`src/rtl/conv_out_ctrl_if.sv`:
```
// Handshake and data bus between the output controller, the CIM tile
// array (read port) and the downstream function/activation stage.
interface conv_out_ctrl_if #(
    parameter int psum_size       = 16,
    parameter int output_channels = 5,
    parameter int xbar_size       = 256,
    parameter int v_cim_tiles     = 1
);
    localparam int h_cim_tiles = (output_channels + xbar_size - 1) / xbar_size;
    localparam int out_size    = psum_size + $clog2(v_cim_tiles);
    localparam int addr_w      = (xbar_size > 1) ? $clog2(xbar_size) : 1;

    logic                                                i_cim_done;
    logic                                                o_cim_re;
    logic [addr_w-1:0]                                   o_cim_addr;
    logic [h_cim_tiles*v_cim_tiles-1:0][psum_size-1:0]   i_cim_data;
    logic                                                i_func_busy;
    logic                                                o_start;
    logic                                                o_busy;
    logic [output_channels-1:0][out_size-1:0]            o_data;

    // controller side
    modport master (
        input  i_cim_done, i_cim_data, i_func_busy,
        output o_cim_re, o_cim_addr, o_start, o_busy, o_data
    );

    // tile array / downstream side
    modport slave (
        output i_cim_done, i_cim_data, i_func_busy,
        input  o_cim_re, o_cim_addr, o_start, o_busy, o_data
    );
endinterface

```
`src/rtl/conv_out_ctrl.sv`:
```
// Output controller for the CIM convolution path: streams column results
// out of the tile array, adds vertical-tile partial sums, assembles one
// value per output channel and hands the bank downstream.
module conv_out_ctrl #(
    parameter int psum_size       = 16,
    parameter int output_channels = 5,
    parameter int xbar_size       = 256,
    parameter int v_cim_tiles     = 1,
    parameter int h_cim_tiles     = (output_channels + xbar_size - 1) / xbar_size
) (
    input  logic              clk,
    input  logic              rst,
    conv_out_ctrl_if.master   bus
);
    localparam int out_size    = psum_size + $clog2(v_cim_tiles);
    localparam int addr_w      = (xbar_size > 1) ? $clog2(xbar_size) : 1;
    // a single horizontal tile only needs the used columns; with several
    // tiles every tile shares one address, so the full crossbar is walked
    localparam int count_limit = (h_cim_tiles > 1) ? xbar_size : output_channels;
    localparam logic [addr_w-1:0] last_addr = addr_w'(count_limit - 1);

    typedef enum logic [1:0] {IDLE, READ, DRAIN, HOLD} state_t;

    state_t                     state;
    logic [addr_w-1:0]          rd_addr;
    logic                       cap_valid;
    logic [addr_w-1:0]          cap_addr;
    logic signed [out_size-1:0] col_sum [h_cim_tiles];

    // sequencer: registered re/addr/busy/start so tile and downstream see clean levels
    always_ff @(posedge clk) begin
        if (rst) begin
            state          <= IDLE;
            rd_addr        <= '0;
            bus.o_cim_re   <= 1'b0;
            bus.o_cim_addr <= '0;
            bus.o_start    <= 1'b0;
            bus.o_busy     <= 1'b0;
        end else begin
            bus.o_start <= 1'b0;
            case (state)
                IDLE: begin
                    if (bus.i_cim_done) begin
                        state          <= READ;
                        bus.o_busy     <= 1'b1;
                        bus.o_cim_re   <= 1'b1;
                        bus.o_cim_addr <= rd_addr;
                    end
                end
                READ: begin
                    if (rd_addr == last_addr) begin
                        state          <= DRAIN;
                        rd_addr        <= '0;
                        bus.o_cim_re   <= 1'b0;
                        bus.o_cim_addr <= '0;
                    end else begin
                        rd_addr        <= rd_addr + 1'b1;
                        bus.o_cim_addr <= rd_addr + 1'b1;
                    end
                end
                DRAIN: state <= HOLD;
                HOLD: begin
                    if (!bus.i_func_busy) begin
                        state       <= IDLE;
                        bus.o_start <= 1'b1;
                        bus.o_busy  <= 1'b0;
                    end
                end
                default: state <= IDLE;
            endcase
        end
    end

    // sign-extend each vertical partial sum to out_size and add; the extra
    // clog2(v) bits guarantee the total cannot overflow
    always_comb begin
        for (int h = 0; h < h_cim_tiles; h++) begin
            col_sum[h] = '0;
            for (int v = 0; v < v_cim_tiles; v++)
                col_sum[h] = col_sum[h]
                           + out_size'(signed'(bus.i_cim_data[h*v_cim_tiles+v]));
        end
    end

    // capture: read data arrives one cycle after re/addr, so track them one cycle late;
    // columns past output_channels in the last tile match no channel and drop out
    always_ff @(posedge clk) begin
        if (rst) begin
            cap_valid  <= 1'b0;
            cap_addr   <= '0;
            bus.o_data <= '0;
        end else begin
            cap_valid <= bus.o_cim_re;
            cap_addr  <= bus.o_cim_addr;
            if (cap_valid) begin
                for (int c = 0; c < output_channels; c++)
                    if (cap_addr == addr_w'(c % xbar_size))
                        bus.o_data[c] <= col_sum[c / xbar_size];
            end
        end
    end
endmodule
```
`src/flat_wrapper.sv`:
```
// flat-port wrapper written by rule: the top's interface ports become plain ports
module conv_out_ctrl_flat 
#(
    parameter int psum_size       = 16,
    parameter int output_channels = 5,
    parameter int xbar_size       = 256,
    parameter int v_cim_tiles     = 1,
    parameter int h_cim_tiles     = (output_channels + xbar_size - 1) / xbar_size
)
  (clk, rst, bus_i_cim_done, bus_i_cim_data, bus_i_func_busy, bus_o_cim_re, bus_o_cim_addr, bus_o_start, bus_o_busy, bus_o_data);
  conv_out_ctrl_if #(.psum_size(psum_size), .output_channels(output_channels), .xbar_size(xbar_size), .v_cim_tiles(v_cim_tiles)) bus_i ();
  input  logic clk;
  input  logic rst;
  input wire logic [$bits(bus_i.i_cim_done)-1:0] bus_i_cim_done;
  input wire logic [$bits(bus_i.i_cim_data)-1:0] bus_i_cim_data;
  input wire logic [$bits(bus_i.i_func_busy)-1:0] bus_i_func_busy;
  output wire logic [$bits(bus_i.o_cim_re)-1:0] bus_o_cim_re;
  output wire logic [$bits(bus_i.o_cim_addr)-1:0] bus_o_cim_addr;
  output wire logic [$bits(bus_i.o_start)-1:0] bus_o_start;
  output wire logic [$bits(bus_i.o_busy)-1:0] bus_o_busy;
  output wire logic [$bits(bus_i.o_data)-1:0] bus_o_data;
  assign bus_i.i_cim_done = bus_i_cim_done;
  assign bus_i.i_cim_data = bus_i_cim_data;
  assign bus_i.i_func_busy = bus_i_func_busy;
  assign bus_o_cim_re = bus_i.o_cim_re;
  assign bus_o_cim_addr = bus_i.o_cim_addr;
  assign bus_o_start = bus_i.o_start;
  assign bus_o_busy = bus_i.o_busy;
  assign bus_o_data = bus_i.o_data;
  conv_out_ctrl #(.psum_size(psum_size), .output_channels(output_channels), .xbar_size(xbar_size), .v_cim_tiles(v_cim_tiles), .h_cim_tiles(h_cim_tiles)) u_core (.clk(clk), .rst(rst), .bus(bus_i));
endmodule
```
`config.mk`:
```
export PLATFORM = sky130hd
export DESIGN_NAME = conv_out_ctrl_flat
export DESIGN_NICKNAME = d
export VERILOG_FILES = /design/src/rtl/conv_out_ctrl_if.sv /design/src/rtl/conv_out_ctrl.sv /design/src/flat_wrapper.sv
export SDC_FILE = /design/constraint.sdc
export NUM_CORES = 1
export LEC_CHECK = 0
export BUFFER_PORTS_ARGS = -buffer_cell sky130_fd_sc_hd__buf_2
export CORE_ASPECT_RATIO = 1.75
export CORE_MARGIN = 1
export CORE_UTILIZATION = 35
export DETAILED_ROUTE_END_ITERATION = 10
export SKIP_CTS_REPAIR_TIMING = 1
export SLEW_MARGIN = 40
export SYNTH_ARGS = -nofsm -noshare
export SYNTH_HDL_FRONTEND = slang
export SYNTH_SLANG_ARGS = --single-unit
```
`constraint.sdc`:
```
create_clock -name clk -period 1.98 [get_ports clk]
set_input_delay 0.297 -clock clk [delete_from_list [all_inputs] [get_ports clk]]
set_output_delay 0.297 -clock clk [all_outputs]
set_load 0.01 [all_outputs]
```
==> flow_summary.ini, run 1 <==
[worst_setup_path]
critPathRequiredTime_ns = 2.17
r2r_cells = 6
crit_type = register to register
critPathSlowestCell = or4b_4
path_max_fanout = 16
max_stage_delay_ns = 0.57
worstPathArrival_ns = 2.18
crit_chain = or4b_4 -> buf_12 -> or4b_1 -> buf_6 -> nand2_1 -> a21oi_1
end_kind = register
start_kind = register

[clock_network]
clk_pin_slew_ns = 0.07
clkSinkCount = 110
cts_htree_levels = 3
numCtsBuffers = 9
root_buffer = clkbuf_16
clockBufferDepth = 2
clock_latency_ns = 0.34
tritoncts = built

[detailed_routing]
vias_per_cell = 4.76
num_vias = 3199
drc_errors = 15
drt.antenna.violating_nets = 0
wl_per_cell_um = 14.5
first_iter_violations = 101
totalWireLength_um = 9710
firstDrtPassIters = 8

[yosys]
ys.flop_type = dfxtp_1
avgSynthCellArea_um2 = 10.0
synth_cell_types = 37
syn_inst = 415
synth.net_count = 442
yosys.area.top_type = dfxtp_1
yosys-top-cells-area = dfxtp_1 (53%), mux2i_1 (16%), nor2_1 (7.3%)
async_flop_share_pct = 0
synth_seq_area_share_pct = 53.1
ys_ff_latch = 110
synth_top_area_share_pct = 53.1
synth_warnings = 0
syn_area_um2 = 4150
synth_edf_count = 0

[sta]
tightest_slew_ns = 0.669
fmax_mhz = 504
fin_ws_ns = -0.00482
hold_viol = 0
period_needed_ns = 1.98
fin_skew_ns = 0.00964
post-route-period-util_pct = 100
setup_viol = 3
rsz0062_at_grt = true
final_max_slew_viol_count = 0
slew_headroom_pct = 55.4

[pwr]
cellPowerDensity_nw_per_um2 = 1090
p_int_w = 0.00420
power_w = 0.00579
p_switching_w = 0.00158
comb_power_share_pct = 20.5
peakVddDrop_mv = 0.725
power_frac_seq_pct = 44.1
clkPwrFrac_pct = 35.4
power_leakage_nw = 2.37
swShare_pct = 27.3

[die]
chipWidth_um = 84.3
fp-row-count = 52
coreArea_um2 = 11600
dieHeight_um = 146
boundaryPins = 111
start_util_pct = 35.8
die_area_um2 = 12300

[layout]
final_nets = 559
diodes = 0
area_growth_pct = 27.8
final_util_pct = 45.8
final_layout_size_suffix_gt1_share_pct = 28.5

[grt]
antenna_found_initial = 0
grt_overflow = 0
grt_start_max_net_pins = 65
grt.total_usage_pct = 15.6
first_global_vias = 2955
grt_pass1_wl_um = 15100

[outcome]
violations = design-rule violations, negative setup slack
status = complete, but fails checks

[worst_hold_path]
whs_path_depth = 2
hold_class = primary input to register

[place]
finalWeightedCongestion = 0.825
io_buffer_count = 110
dpl.hpwl_um = 6980

[job]
max_cap_violations = 0
power by group through the flow:
| stage | Sequential (W) | Combinational, W | Clock, W |
|---|---|---|---|
| floorplan | 0.00264 | 0.000701 | 0 |
| global placement | 0.00260 | 0.00113 | 0 |
| detailed placement | 0.00260 | 0.00116 | 0 |
| CTS | 0.00255 | 0.00117 | 0.00209 |
| global route | 0.00257 | 0.00130 | 0.00219 |
| finish | 0.00255 | 0.00119 | 0.00205 |
final cells by class:
cell class	count	area (µm²)
clock buffer	11	243
clock inverter	5	106
fill	1112	6280
inverter	6	22.5
multi-input combinational	275	1780
sequential	110	2200
tap	135	169
timing repair buffer	130	782
cell usage after synthesis (all sizes together), types with 3 or more instances:
library cell / count
inv: 6
xor2: 3
nor2b: 11
a211oi: 5
dfxtp: 110
mux2i: 65
ha: 7
or2: 3
o21ai: 4
buf: 8
nor2: 81
nor4: 4
a21oi: 25
clkbuf: 16
nand2: 42
or4b: 3
nand4: 3
critical path, delay by kind of cell, from the launching register on:
kind,cells,cell delay (ns)
compound gates,1,0.06
buf+inv,2,0.34
flops,1,0.30
simple gates,3,1.14
flip-flops by register name (all words and copies together), names as in the netlist:
name and flops:
u_core.bus.o_busy 1, u_core.bus.o_cim_addr 8, u_core.bus.o_cim_re 1, u_core.bus.o_data 80, u_core.bus.o_start 1, u_core.cap_addr 8
u_core.cap_valid 1, u_core.rd_addr 8, u_core.state 2
metal layers:
metal / wire [µm] / GRT usage [%]
met5: 0 / 0
met1: 4010 / 18.2
met4: 131 / 4.48
met2: 5070 / 27.8
met3: 505 / 4.18
through the flow:
| stage | hold WS [ns] | TNS [ns] | cell area (µm²) | setup WS [ns] | cells |
|---|---|---|---|---|---|
| 6_report | 0.146 | -0.00505 | 5310 | -0.00482 | 672 |
| 3_3_place_gp | 0.441 | 0 | 4890 | 0.0263 | 653 |
| 4_1_cts | 0.138 | -0.0340 | 5240 | -0.0212 | 669 |
| 2_1_floorplan | 0.373 | -0.949 | 4150 | -0.0379 | 415 |
| 3_5_place_dp | 0.446 | -0.0102 | 4890 | -0.0102 | 653 |
| 5_1_grt | 0.141 | -1.05 | 5310 | -0.0654 | 672 |
placed cells by master, fill, tap and decap left out, types with 3 or more instances in the layout:
cell type	netlist	routed
dfxtp_1	110	110
buf_2	1	109
nor2_1	81	81
mux2i_1	65	65
nand2_1	42	42
a21oi_1	25	25
buf_4	0	13
nor2b_1	11	11
clkbuf_16	0	10
ha_1	7	7
inv_1	6	6
a211oi_1	5	5
o21ai_0	4	4
buf_12	1	4
nor4_4	3	3
nand4_1	3	3
xor2_1	3	3
bufinv_16	0	3
buf_6	5	3
kinds of logic after synthesis:
| family | Yosys count | share of synthesized area [%] |
|---|---|---|
| simple gates | 155 | 17.9 |
| flops | 110 | 53.1 |
| mux | 65 | 15.7 |
| compound gates | 43 | 6.12 |
| buf+inv | 30 | 4.04 |
| fa+ha+maj | 7 | 2.11 |
| xor+xnor | 5 | 1.06 |
worst paths after layout:
path	startpoint	endpoint	slack, ns
worst max register to register	u_core.cap_addr[6]	u_core.bus.o_data[1]	-0.005
worst max-delay path	u_core.cap_addr[6]	u_core.bus.o_data[1]	-0.005
worst min register to register	u_core.bus.o_data[11]	u_core.bus.o_data[11]	0.45
worst min-delay path	bus_i_func_busy	u_core.bus.o_start	0.15
Power figures use the tool's default switching activity.
==> run 2, diff against run 1 <==
--- a/config.mk
+++ b/config.mk
@@ -5,6 +5,7 @@
 export SDC_FILE = /design/constraint.sdc
 export NUM_CORES = 1
 export LEC_CHECK = 0
+export ABC_AREA = 1
 export BUFFER_PORTS_ARGS = -buffer_cell sky130_fd_sc_hd__buf_2
 export CORE_ASPECT_RATIO = 1.75
 export CORE_MARGIN = 1
==> constraint.sdc (replaced) <==
create_clock -name clk -period 1.7 [get_ports clk]
set_input_delay 0.255 -clock clk [delete_from_list [all_inputs] [get_ports clk]]
set_output_delay 0.255 -clock clk [all_outputs]
set_load 0.01 [all_outputs]
==> flow_summary.ini, run 2 <==
[outcome]
status = complete, no violations

[yosys]
ys.flop_type = dfxtp_1
synth_warnings = 0
syn_area_um2 = 4570
synth_seq_area_share_pct = 48.1
yosys-top-cells-area = dfxtp_1 (48%), nand2_1 (13%), nor2_1 (13%)
syn_inst = 648
ys_ff_latch = 110
synth_top_area_share_pct = 48.1
synth.net_count = 675
synth_cell_types = 24
synth_edf_count = 0
async_flop_share_pct = 0
avgSynthCellArea_um2 = 7.06
synth_most_common_cell = nand2_1
yosys.area.top_type = dfxtp_1
synth_common_cells = nand2_1 (161), nor2_1 (157), dfxtp_1 (110)

[worst_setup_path]
critPathRequiredTime_ns = 1.95
timing.rr.start = u_core.state[0]
end_kind = register
crit_chain = inv_1 -> ha_1 -> inv_2 -> nor2_1 -> a21oi_2 -> buf_4 -> or2_1 -> nand3_1 -> inv_1
crit_type = register to register
r2r_cells = 9
critPathCapture = u_core.bus.o_cim_addr[4]
max_stage_delay_ns = 0.35
cp.depth = 9
critPathLaunch = u_core.state[0]
path_max_fanout = 18
cp_top_family = simple AND/OR/NAND/NOR gates
worstPathArrival_ns = 1.81
path_buf_inv = 4
worstReg2RegEnd = u_core.bus.o_cim_addr[4]
reg2reg_slack_ns = 0.14
crit_top_cell = inv_1
start_kind = register
critPathSlowestCell = dfxtp_1

[layout]
area_growth_pct = 22.7
final_util_pct = 44.4
final_nets = 772
finalNonFillerCells = 918
final_layout_size_suffix_gt1_share_pct = 20.1
regMostFlops = u_core.bus.o_data
diodes = 0
largest_register_ff_count = 80
nFillCells = 1349
final_common_cell = nand2_1
mostFrequentLayoutCells = nand2_1 (161), nor2_1 (157), buf_2 (110), dfxtp_1 (110), nand3_1 (54)

[die]
fp-row-count = 54
chipWidth_um = 88.4
dieHeight_um = 153
coreArea_um2 = 12600
start_util_pct = 36.2
die_area_um2 = 13500
boundaryPins = 111

[place]
dpl.hpwl_um = 8590
finalWeightedCongestion = 0.934
dp.cells = 902
io_buffer_count = 110
pre_cts_ws_ns = 0.130

[sta]
setup_viol = 0
tightest_slew_ns = 0.490
fmax_mhz = 640
period_needed_ns = 1.56
slew_headroom_pct = 67.3
setup_tns_ns = 0
hold_viol = 0
fin_skew_ns = 0.0104
rsz0062_at_grt = false
final_max_slew_viol_count = 0
fin_ws_ns = 0.137
post-route-period-util_pct = 91.9

[detailed_routing]
totalWireLength_um = 12100
drt.antenna.violating_nets = 0
drc_errors = 0
vias_per_cell = 4.64
first_iter_violations = 250
num_vias = 4264
wl_per_cell_um = 13.2
firstDrtPassIters = 6

[grt]
grt_overflow = 0
first_global_vias = 3690
grt_start_max_net_pins = 65
antenna_found_initial = 0
grt_pass1_wl_um = 18900
grt.total_usage_pct = 18.5

[pwr]
cellPowerDensity_nw_per_um2 = 1340
swShare_pct = 33.4
p_switching_w = 0.00252
clkPwrFrac_pct = 30.7
power_w = 0.00754
power_leakage_nw = 2.72
power_frac_seq_pct = 41.8
comb_power_share_pct = 27.5
peakVddDrop_mv = 0.865
p_int_w = 0.00502

[clock_network]
cts_htree_levels = 3
numCtsBuffers = 9
clk_pin_slew_ns = 0.07
tritoncts = built
root_buffer = clkbuf_16
clockBufferDepth = 2
clock_latency_ns = 0.35
clkSinkCount = 110

[job]
max_cap_violations = 0

[worst_hold_path]
hold_class = primary input to register
run 2: changes by cell type in the layout (fill, tap and decap cells not counted), moves of 7 or more:
cell	before	now
inv_1	6	52
a21oi_1	25	42
buf_4	13	6
nor2_1	81	157
nand2_1	42	161
nor2b_1	11	0
mux2i_1	65	0
nand3_1	1	54
run 2: area by class of cell:
type | instances | area (µm²) | share of cell area, %
inverters | 56 | 210 | 3.74
flip-flops and latches | 110 | 2200 | 39.2
clock inverters | 6 | 92.6 | 1.65
multi-input cells | 447 | 1960 | 35.0
well taps | 168 | 210 | 3.74
repair buffers | 121 | 696 | 12.4
clock buffers | 10 | 239 | 4.26
run 2: how the worst min path moves through the flow:
stage,start,endpoint,slack [ns],depth (start not counted)
final,bus_i_func_busy,u_core.bus.o_start,0.10,2
after global routing,bus_i_func_busy,u_core.bus.o_start,0.10,2
after CTS,bus_i_func_busy,u_core.bus.o_start,0.08,2
after detailed placement,u_core.bus.o_cim_addr[0],u_core.cap_addr[0],0.43,2
after global placement,u_core.bus.o_cim_addr[4],u_core.cap_addr[4],0.44,2
after floorplan,bus_i_func_busy,u_core.bus.o_start,0.33,1
run 2: metrics by stage:
stage          instance area, µm²  hold slack [ns]
2_1_floorplan                4570            0.333
3_3_place_gp                 5280            0.438
3_5_place_dp                 5280            0.433
4_1_cts                      5610           0.0818
5_1_grt                      5610            0.100
6_report                     5610            0.102
run 2: kinds of logic (layout without fill, tap and decap cells):
| logic type | count (synthesis) | after routing | synth area share, % |
|---|---|---|---|
| flops | 110 | 110 | 48.1 |
| buf+inv | 91 | 193 | 9.03 |
| fa+ha+maj | 7 | 7 | 1.91 |
| compound gates | 55 | 55 | 6.10 |
| simple gates | 385 | 385 | 34.8 |
run 2: power by group through the flow:
| stage | Sequential, W | Combinational (W) | Clock, W |
|---|---|---|---|
| 2_1_floorplan | 0.00328 | 0.00137 | 0 |
| 3_3_place_gp | 0.00320 | 0.00201 | 0 |
| 3_5_place_dp | 0.00321 | 0.00208 | 0 |
| 4_1_cts | 0.00315 | 0.00209 | 0.00236 |
| 5_1_grt | 0.00320 | 0.00234 | 0.00248 |
| 6_report | 0.00315 | 0.00207 | 0.00232 |
run 2: worst register-to-register path, cell delays in order, from the launching register on:
cell and delay [ns]:
dfxtp_1 0.35, inv_1 0.12, ha_1 0.20, inv_2 0.05, nor2_1 0.18, a21oi_2 0.05, buf_4 0.19, or2_1 0.22
nand3_1 0.08, inv_1 0.04
run 2: per-layer routing:
layer | up-vias | global-route usage [%] | wire, µm
met5 | - | 0 | 0
met4 | 0 | 6.84 | 227
met3 | 15 | 3.40 | 667
met2 | 145 | 33.1 | 6370
met1 | 1913 | 21.1 | 4830
li1 | 2191 | - | -
==> run 3, diff against run 2 <==
--- a/config.mk
+++ b/config.mk
@@ -6,12 +6,13 @@
 export NUM_CORES = 1
 export LEC_CHECK = 0
 export ABC_AREA = 1
-export BUFFER_PORTS_ARGS = -buffer_cell sky130_fd_sc_hd__buf_2
 export CORE_ASPECT_RATIO = 1.75
 export CORE_MARGIN = 1
 export CORE_UTILIZATION = 35
 export DETAILED_ROUTE_END_ITERATION = 10
+export DONT_BUFFER_PORTS = 1
 export SKIP_CTS_REPAIR_TIMING = 1
+export SKIP_LAST_GASP = 1
 export SLEW_MARGIN = 40
 export SYNTH_ARGS = -nofsm -noshare
 export SYNTH_HDL_FRONTEND = slang
==> constraint.sdc (replaced) <==
create_clock -name clk -period 1.85 [get_ports clk]
set_input_delay 0.2775 -clock clk [delete_from_list [all_inputs] [get_ports clk]]
set_output_delay 0.2775 -clock clk [all_outputs]
set_load 0.01 [all_outputs]
==> flow_summary.ini, run 3 (synthesis gave the netlist of run 2 again) <==
[worst_setup_path]
cp.depth = 9
cp_top_family = flip-flops
end_kind = register
crit_type = register to register
path_buf_inv = 3
timing.rr.start = u_core.state[0]
max_stage_delay_ns = 0.38
critPathRequiredTime_ns = 2.12
crit_top_cell = nor2_1
start_kind = register
r2r_cells = 9
worstReg2RegEnd = u_core.state[0]
crit_chain = inv_1 -> ha_1 -> inv_2 -> nor2_1 -> a21oi_1 -> inv_1 -> nor2_1 -> nor2_1 -> nor2_1
worstPathArrival_ns = 1.83
reg2reg_slack_ns = 0.29
critPathCapture = u_core.state[0]
critPathSlowestCell = dfxtp_1
path_max_fanout = 4
critPathLaunch = u_core.state[0]

[place]
dp.cells = 791
dpl.hpwl_um = 8500
post_dp_cell_area_um2 = 4680
io_buffer_count = 0
finalWeightedCongestion = 0.950

[clock_network]
tritoncts = built
clockBufferDepth = 2
root_buffer = clkbuf_16
clkSinkCount = 110
numCtsBuffers = 9
clock_latency_ns = 0.35
clk_pin_slew_ns = 0.07
cts_htree_levels = 3

[grt]
grt.total_usage_pct = 17.8
grt_pass1_wl_um = 17900
grt_start_max_net_pins = 65
first_global_vias = 3274
antenna_found_initial = 0
grt_overflow = 0

[detailed_routing]
vias_per_cell = 4.73
totalWireLength_um = 12100
wl_per_cell_um = 15.0
first_iter_violations = 252
drt.antenna.violating_nets = 0
firstDrtPassIters = 5
num_vias = 3825
drc_errors = 0

[sta]
period_needed_ns = 1.56
setup_viol = 0
post-route-period-util_pct = 84.3
fin_skew_ns = 0.0124
fmax_mhz = 641
slew_headroom_pct = 54.4
setup_tns_ns = 0
tightest_slew_ns = 0.682
hold_viol = 0
final_max_slew_viol_count = 0
rsz0062_at_grt = false

[layout]
final_common_cell = nand2_1
final_util_pct = 39.4
largest_register_ff_count = 80
area_growth_pct = 8.75
mostFrequentLayoutCells = nand2_1 (161), nor2_1 (157), dfxtp_1 (110)
diodes = 0
final_layout_size_suffix_gt1_share_pct = 5.94
finalInstanceArea_um2 = 4970
regMostFlops = u_core.bus.o_data
finalNonFillerCells = 808
final_nets = 663

[pwr]
cellPowerDensity_nw_per_um2 = 1280
power_leakage_nw = 2.12
peakVddDrop_mv = 0.802

[worst_hold_path]
hold_class = primary input to register

[die]
start_util_pct = 36.2
coreArea_um2 = 12600
boundaryPins = 111
die_area_um2 = 13500
chipWidth_um = 88.4
dieHeight_um = 153
fp-row-count = 54

[job]
max_cap_violations = 0

[outcome]
status = complete, no violations
-- run 3: power breakdown --
group / internal (W) / total [W] / leakage, nW / switching, W
Combinational: 0.000523 / 0.00154 / 1.10 / 0.00102
Sequential: 0.00269 / 0.00304 / 0.891 / 0.000352
Clock: 0.000916 / 0.00180 / 0.132 / 0.000883
Total: 0.00413 / 0.00638 / 2.12 / 0.00226
-- run 3: final cells by class --
type,count,area [µm²]
Inverter,56,210
Clock buffer,9,225
Fill cell,1360,7660
Timing Repair Buffer,12,120
Sequential cell,110,2200
Multi-Input combinational cell,447,1960
Tap cell,168,210
Clock inverter,6,47.5
-- run 3: stage by stage --
stage / hold slack (ns) / setup slack, ns / power, W
floorplan: 0.355 / 0.361 / 0.00428
global placement: 0.352 / 0.382 / 0.00459
detailed placement: 0.350 / 0.288 / 0.00465
CTS: -0.0184 / 0.271 / 0.00644
global route: 0.00596 / 0.122 / 0.00680
finish: 0.00873 / 0.291 / 0.00638
-- run 3: how the worst min path moves through the flow --
stage	cells after the start	from	slack [ns]	to
final	1	rst	0.009	u_core.cap_addr[5]
after CTS	1	rst	-0.02	u_core.rd_addr[1]
after floorplan	1	bus_i_func_busy	0.36	u_core.bus.o_start
after detailed placement	1	rst	0.35	u_core.rd_addr[1]
after global placement	1	rst	0.35	u_core.rd_addr[0]
after global routing	1	rst	0.006	u_core.cap_addr[5]
-- run 3: layer usage --
layer	track usage [%]	routed length, µm	vias up
met1	20.4	4710	1708
li1	-	-	1964
met4	5.61	156	0
met3	4.32	833	11
met2	31.6	6440	142
met5	0	0	-
